`src/rtl/bludge_stun_manager.sv`:
```
// Per-player bludger stun/immunity sequencer. Each of the four players has an
// independent lane FSM (IDLE -> STUNNED -> CLEAR -> IMMUNE -> IDLE) and a hit counter.

module bludge_stun_lane #(
  parameter int STUN_CYCLES   = 8,
  parameter int IMMUNE_CYCLES = 16,
  parameter int BLINK_PERIOD  = 4
) (
  input  logic       clk,
  input  logic       rst_n,
  input  logic       game,
  input  logic       game_rise,
  input  logic       hit,
  input  logic [1:0] move_req,
  output logic       clean,
  output logic       stunned,
  output logic       blink,
  output logic [1:0] move_out,
  output logic [3:0] hit_count
);
  typedef enum logic [1:0] {IDLE, STUNNED, CLEAR, IMMUNE} state_t;

  localparam logic [7:0] STUN_LD  = 8'(STUN_CYCLES - 1);
  localparam logic [7:0] IMM_LD   = 8'(IMMUNE_CYCLES - 1);
  localparam logic [7:0] BLINK_LD = 8'(BLINK_PERIOD - 1);
  localparam logic [7:0] CLR_LD   = 8'd3;

  state_t     state, nxt;
  logic [7:0] cnt, cnt_nxt, bcnt, bcnt_nxt;
  logic       blink_nxt;
  logic [3:0] hc_nxt;

  always_comb begin
    nxt       = state;
    cnt_nxt   = cnt;
    bcnt_nxt  = bcnt;
    blink_nxt = blink;
    if (!game) begin
      nxt       = IDLE;
      cnt_nxt   = '0;
      bcnt_nxt  = '0;
      blink_nxt = 1'b0;
    end else begin
      case (state)
        IDLE: if (hit) begin
          nxt     = STUNNED;
          cnt_nxt = STUN_LD;
        end
        STUNNED: if (cnt == '0) begin
          nxt     = CLEAR;
          cnt_nxt = CLR_LD;
        end else cnt_nxt = cnt - 8'd1;
        // Leave CLEAR once the flag drops, or give up after four cycles of overlap
        CLEAR: if (!hit || cnt == '0) begin
          nxt       = IMMUNE;
          cnt_nxt   = IMM_LD;
          bcnt_nxt  = BLINK_LD;
          blink_nxt = 1'b1;
        end else cnt_nxt = cnt - 8'd1;
        IMMUNE: if (cnt == '0) begin
          nxt       = IDLE;
          bcnt_nxt  = '0;
          blink_nxt = 1'b0;
        end else begin
          cnt_nxt = cnt - 8'd1;
          if (bcnt == '0) begin
            blink_nxt = ~blink;
            bcnt_nxt  = BLINK_LD;
          end else bcnt_nxt = bcnt - 8'd1;
        end
        default: nxt = IDLE;
      endcase
    end
  end

  // A new match wipes the tally before a same-cycle hit is counted
  always_comb begin
    hc_nxt = game_rise ? 4'd0 : hit_count;
    if (game && state == IDLE && hit && hc_nxt != 4'hF) hc_nxt = hc_nxt + 4'd1;
  end

  always_ff @(posedge clk or negedge rst_n) begin
    if (!rst_n) begin
      state     <= IDLE;
      cnt       <= '0;
      bcnt      <= '0;
      blink     <= 1'b0;
      move_out  <= '0;
      hit_count <= '0;
    end else begin
      state     <= nxt;
      cnt       <= cnt_nxt;
      bcnt      <= bcnt_nxt;
      blink     <= blink_nxt;
      move_out  <= (nxt == STUNNED) ? 2'b00 : move_req;
      hit_count <= hc_nxt;
    end
  end

  assign stunned = (state == STUNNED);
  assign clean   = (state == CLEAR) || (state == IMMUNE);
endmodule

module bludge_stun_manager #(
  parameter int STUN_CYCLES   = 8,
  parameter int IMMUNE_CYCLES = 16,
  parameter int BLINK_PERIOD  = 4
) (
  input  logic        clk,
  input  logic        rst_n,
  input  logic        game_initiated,
  input  logic [3:0]  bludged,
  input  logic [7:0]  move_req,
  output logic [3:0]  clean,
  output logic [7:0]  move_out,
  output logic [3:0]  stunned,
  output logic [3:0]  blink,
  output logic [15:0] hit_count
);
  localparam int NUM_LANES = 4;

  logic game_q;
  logic game_rise;

  always_ff @(posedge clk or negedge rst_n) begin
    if (!rst_n) game_q <= 1'b0;
    else        game_q <= game_initiated;
  end

  assign game_rise = game_initiated & ~game_q;

  for (genvar gi = 0; gi < NUM_LANES; gi++) begin : g_lane
    bludge_stun_lane #(
      .STUN_CYCLES  (STUN_CYCLES),
      .IMMUNE_CYCLES(IMMUNE_CYCLES),
      .BLINK_PERIOD (BLINK_PERIOD)
    ) u_lane (
      .clk      (clk),
      .rst_n    (rst_n),
      .game     (game_initiated),
      .game_rise(game_rise),
      .hit      (bludged[gi]),
      .move_req (move_req[2*gi +: 2]),
      .clean    (clean[gi]),
      .stunned  (stunned[gi]),
      .blink    (blink[gi]),
      .move_out (move_out[2*gi +: 2]),
      .hit_count(hit_count[4*gi +: 4])
    );
  end
endmodule

```
`config.mk`:
```
export PLATFORM = sky130hd
export DESIGN_NAME = bludge_stun_manager
export DESIGN_NICKNAME = d
export VERILOG_FILES = /design/src/rtl/bludge_stun_manager.sv
export SDC_FILE = /design/constraint.sdc
export NUM_CORES = 1
export LEC_CHECK = 0
export CAP_MARGIN = 10
export CELL_PAD_IN_SITES_DETAIL_PLACEMENT = 1
export CELL_PAD_IN_SITES_GLOBAL_PLACEMENT = 2
export CORE_MARGIN = 3
export CORE_UTILIZATION = 33
export DETAILED_ROUTE_END_ITERATION = 10
export PLACE_DENSITY_LB_ADDON = 0.1
export SYNTH_ARGS = -nofsm -noshare
export SYNTH_HDL_FRONTEND = slang
export SYNTH_SLANG_ARGS = --single-unit
```
`constraint.sdc`:
```
create_clock -name clk -period 2 [get_ports clk]
set_input_delay 0.5 -clock clk [delete_from_list [all_inputs] [get_ports clk]]
set_output_delay 0.5 -clock clk [all_outputs]
set_load 0.01 [all_outputs]
```
Yosys cells after proc, flatten, opt, wreduce, memory -nomap -nowiden
Index checks and enable logic that the tools add are counted.
- register bits: 101
- bits of input ports: 15
- logic and storage cells: 231
- $add $sub $neg: 12
- equal/unequal tests: 40
- mux-type cells: 100
- bitwise logic cells: 6
- reductions and logical operators: 48
- operators by type and width (operator ; count):
    $mux 8 ; 36
    $pmux 8 s4 ; 4
    $logic_not 8->1 ; 8
    $pmux 8 s2 ; 4
    $sub 8x1->8 const B ; 8
    $mux 2 ; 24
    $mux 4 ; 8
    $pmux 2 s4 ; 4
    $ne 3x3->1 const B ; 8
    $add 4x1->4 const B ; 4
    $eq 2x1->1 const B ; 8
    $eq 2x2->1 const B ; 8
    $mux 1 ; 16
    $ne 4x2->1 const B ; 4
    $ne 4x4->1 const B ; 4
    $reduce_and 2->1 ; 8
    $logic_and 1x1->1 ; 12
    $ne 3x1->1 const B ; 4
    $ne 3x2->1 const B ; 4
    $reduce_and 3->1 ; 4
    $logic_not 2->1 ; 4
    $logic_or 1x1->1 ; 8
    $pmux 1 s2 ; 4
    $not 1->1 ; 5
    other kinds (2) ; 5

Longest topological paths before layout
- depth in word-level cells: 7
- gate-level depth with buffers: 9
- gate-level depth less buffers: 7

Cells and area by module
From an unflattened synthesis, not the netlist that was laid out.
- cell total of the unflattened synthesis: 673
- area, all modules: 6382.4 sq um
- by module, submodules not included (module ; instances ; cells each ; area each (sq um)):
    bludge_stun_lane at g_lane[1].u_lane ; 1 ; 169 ; 1607.8
    bludge_stun_lane at g_lane[2].u_lane ; 1 ; 167 ; 1594.0
    bludge_stun_lane at g_lane[0].u_lane ; 1 ; 170 ; 1574.0
    bludge_stun_lane at g_lane[3].u_lane ; 1 ; 165 ; 1567.8
    bludge_stun_manager ; 1 ; 2 ; 38.8

Worst setup path after synthesis
Ideal clock, no wire load.
- kind: in2reg
- from: input port game_initiated
- to: register g_lane[0].u_lane.hit_count[3]
- setup time: 0.129 ns
- arrival time: 2.238 ns
- required time: 1.871 ns
- setup slack: -0.367 ns
- stages on the path: 9
- buffers on the path: 2
- cells stage by stage: clkbuf_1 -> nand2b_1 -> clkbuf_1 -> and2_1 -> ha_1 -> and2_0 -> a2111oi_0 -> xnor2_1 -> nor2_1
- cells in the longest elaborated chain, start to end: 5
- elaborated cells on any way between the ends: 8
- classes of those cells: add/sub: 1; eq/ne: 1; mux: 2; bitwise: 1; reduce/logical: 3
- ends and longest elaborated chain (element ; RTL line ; text):
    start, declared ; 111 ; input logic game_initiated,
    parallel branches: the longest is 4 deep, another holds $add 4x1->4 ; n/a ;
    $mux 4 (*) ; 79 ; if (game && state == IDLE && hit && hc_nxt != 4'hF) hc_nxt = hc_nxt + 4'd1;
    via g_lane[0].u_lane.hc_nxt[3] ; 31 ; logic [3:0] hc_nxt;
    end signal, assigned ; 96 ; hit_count <= hc_nxt;
    end, declared ; 19 ; output logic [3:0] hit_count
Mark *: on every way through the listed nets, which the timed path passes.
A chain may end at the register's enable or synchronous reset.

Worst setup path after layout
- from: register g_lane[2].u_lane.cnt[0]
- to: register g_lane[2].u_lane.bcnt[6]
- cells in the longest elaborated chain, start to end: 4
- elaborated cells on any way between the ends: 7
- classes of those cells: eq/ne: 1; mux: 3; reduce/logical: 3
- ends and longest elaborated chain (element ; RTL line ; text):
    start, declared ; 29 ; logic [7:0] cnt, cnt_nxt, bcnt, bcnt_nxt;
    start signal, assigned ; 92 ; cnt <= cnt_nxt;
    $logic_not 8->1 (*) ; 54, 60 ;
    $mux 8 or $logic_or 1x1->1 (tied branches) ; 60, 54 ;
    $pmux 8 s2 or $ne 3x2->1 (tied branches) ; n/a ;
    $mux 8 or $reduce_and 2->1 (tied branches) ; n/a ;
    end signal, assigned ; 93 ; bcnt <= bcnt_nxt;
    end, declared ; 29 ;
Every way passes the cells marked *; elsewhere a longest branch is shown, timed or not.

==> key figures <==
STA
  – Finish-stage setup viols: 4
  – Hold Vio Cnt, Final: 0
  – Setup TNS: -0.250 ns
  – F_max: 477 MHz
  – Hold slack: 0.494 ns
  – Worst rel slew slack: ~69%
  – Measured slew at the worst slew-check pin: between 0.4 and 0.5 ns
  – Fin crit share: 105%
  – Slew Viols, Final: 0
  – RSZ-0062 raised after global routing: true
  – Clk_skew: about 0.0064 ns
  – Min setup slack post-route: -0.0975 ns
  – Period minus WS final: 2.10 ns

Power
  – Pleak: between 3 and 4 nW
  – Switching Power: 3.47 mW
  – Final Power: between 9 and 10 mW
  – VDD IR-drop max: ~440 uV
  – Sw Share: roughly two fifths
  – PwrDens: around 1100 mW/mm^2
  – Internal power: 5.55 mW
  – Seq pwr share: a little under a third
  – Clock power share: 19.5%
  – Comb pwr share: 49.1%

Critical path
  – Crit Path Class: register to register
  – CP arrival: 2.37 ns
  – Reg2reg setup slack: -0.1 ns
  – Worst Path Max Fanout: 8
  – CP endpoint kind: register
  – Critical Path RT: around 2.3 ns
  – Critical path launch point type: register

Placed design
  – Pre-CTS WS: -0.224 ns
  – Port Buf Inserts: 50
  – DP HPWL: 14100 um
  – Routability Congestion: between 0.8 and 0.9

Synthesis
  – Share of the synthesized area in the top cell type: slightly above 40%
  – Yosys top cell by area: dfrtp_1
  – Synth top area cells: dfrtp_1, ha_1, a21oi_1
  – Fraction of registers with async set/reset: 100%
  – Yosys synthesis warning count: 0
  – Synth Instances: roughly 700
  – Syn Area/Cell: 9.08 sq um
  – Library cells used by synthesis: 75
  – Ys flop type: dfrtp_1
  – Post-synthesis sequential area ratio: roughly 41%
  – Syn_nets: 722
  – Post-synthesis register bit count: 101
  – EDFF count, synth: 0
  – Mapped Area: between 0.006 and 0.007 sq mm

Clock tree
  – Clk_lat worst skew: approximately 0.36 ns
  – Root Driver: clkbuf_16
  – Clk slew on worst S/H paths: 0.07 ns
  – CTS Sinks: 101
  – Max Root-Sink Buffers: 2
  – H-tree levels: 3
  – Total CTS buffers: 9
  – TritonCTS clock tree: yes

Floorplanning
  – I/O pin cnt: 51
  – Initial core utilization: between 30% and 40%
  – Total Die Area: between 0.02 and 0.025 sq mm
  – Row count: 49
  – DIE WIDTH: 143 um
  – Die Ht: 143 um
  – Core area: roughly 0.018 sq mm

Layout
  – Fin util: approximately 46%
  – Share of layout cells above drive strength 1: a little over a quarter
  – Commonest non-fill, non-tap cell in the layout: buf_4
  – Area growth syn-to-layout: 34.5%
  – # diodes: 0
  – Most frequent cells in the layout: buf_4, dfrtp_1, nor2_1
  – Filler cells: roughly 2100
  – Layout net count: 870

GRT
  – Largest net degree at the start of global routing: 51
  – Initial antenna violation count: 0
  – First-pass GRT wire length: 32100 um
  – GRT Overall Usage: a little under a fifth
  – Vias in the first global route: ~6300
  – GRT overflow: 0

Status
  – Violations in the final reports: setup timing
  – Status: finished with violations

Drt
  – WL per Instance: between 15 and 20 um
  – DR iter-0 viols: 260
  – First-pass DRT Iterations: 4
  – Total wire length: roughly 19000 um
  – DR vias: a little under 6000
  – Drc violations: 0
  – Via/cell ratio: between 5 and 6
  – Post-route ant nets: 0

Min path
  – Hold WC Path Type: input port to register

Flow run
  – Maxcap violations: 0
[cell families (layout without fill, tap and decap cells)]
logic type | after synthesis | count (layout) | synth area share [%]
flops | 101 | 101 | 40.5
compound gates | 201 | 201 | 22.9
xor+xnor | 25 | 25 | 3.51
buf+inv | 85 | 238 | 6.02
simple gates | 250 | 250 | 22.1
fa+ha+maj | 20 | 20 | 4.01
mux | 5 | 5 | 0.882
[flip-flops by register name (all words and copies together), names as in the netlist]
register	count
g_lane.u_lane.bcnt	32
g_lane.u_lane.cnt	32
g_lane.u_lane.hit_count	16
g_lane.u_lane.move_out	8
g_lane.u_lane.state	8
g_lane.u_lane.blink	4
game_q	1
[worst paths after layout]
path | startpoint | endpoint | cells past startpoint
setup / recovery | g_lane[2].u_lane.cnt[0] | g_lane[2].u_lane.bcnt[6] | 6
hold / removal | game_initiated | game_q | 2
setup reg to reg | g_lane[2].u_lane.cnt[0] | g_lane[2].u_lane.bcnt[6] | 6
hold reg to reg | g_lane[1].u_lane.blink | g_lane[1].u_lane.blink | 1
max in group asynchronous | rst_n | g_lane[2].u_lane.state[1] | 3
min in group asynchronous | rst_n | g_lane[3].u_lane.bcnt[4] | 2
[worst max-delay path, stage by stage (launching register included)]
cell and delay [ns]:
dfrtp_1 0.39, inv_2 0.08, ha_4 0.12, or3b_4 0.38, o2111a_2 0.33, or4_1 0.50, a211oi_2 0.20
[Yosys cell counts, drive strengths merged, types with 3 or more instances]
master / count
nor3: 15
and3: 7
or4: 13
a41oi: 8
or3: 22
nand4: 14
a21o: 4
o31a: 8
nor2b: 6
nor4: 9
a2111oi: 3
dfrtp: 101
nand2b: 7
buf: 19
and2: 20
xor2: 10
mux2: 4
o21ai: 35
ha: 20
o211ai: 11
o21a: 8
or3b: 5
nor4b: 3
a31oi: 4
inv: 36
o41ai: 3
o31ai: 17
xnor2: 15
nand4b: 4
nand2: 39
a221oi: 4
o221a: 6
a211oi: 11
nor2: 55
a211o: 3
nor3b: 8
a21boi: 3
o211a: 6
clkbuf: 28
a21oi: 43
nand3: 14
[metal layers]
metal,up-vias,routed length (um),track usage [%]
met3,15,430,3.16
met5,-,0,0
met2,61,9310,32.7
met4,0,176,4.06
li1,2830,-,-
met1,2916,9200,25.7
[per-stage QoR]
stage / instance area (sq um) / cells
after CTS: 8190 / 1061
final: 8390 / 1069
after global placement: 7790 / 1038
after global routing: 8390 / 1069
after floorplan: 6330 / 687
after detailed placement: 7790 / 1038
[layout make-up]
type                    instances  area, sq um  area share [%]
clock buffers                  12          256            3.06
flip-flops and latches        101         2540            30.2
clock inverters                 4         32.5           0.388
inverters                      38          143            1.70
repair buffers                184         1570            18.6
well taps                     229          287            3.41
multi-input cells             501         3570            42.6
[power groups by stage]
stage | combinational [mW] | sequential (mW) | clock, mW
floorplan | 2.37 | 2.79 | 0
global placement | 3.95 | 2.84 | 0
detailed placement | 4.09 | 2.86 | 0
CTS | 4.23 | 2.81 | 1.84
global route | 4.91 | 2.90 | 1.91
finish | 4.43 | 2.83 | 1.76
[timing repair]
item	in CTS	in global routing
hold buffers	1	0
setup endpoints to repair	19	51
hold endpoints to repair	6	0
pin swaps	4	6
buffers inserted	6	8
resized for setup	19	28
Power figures use the tool's default switching activity.
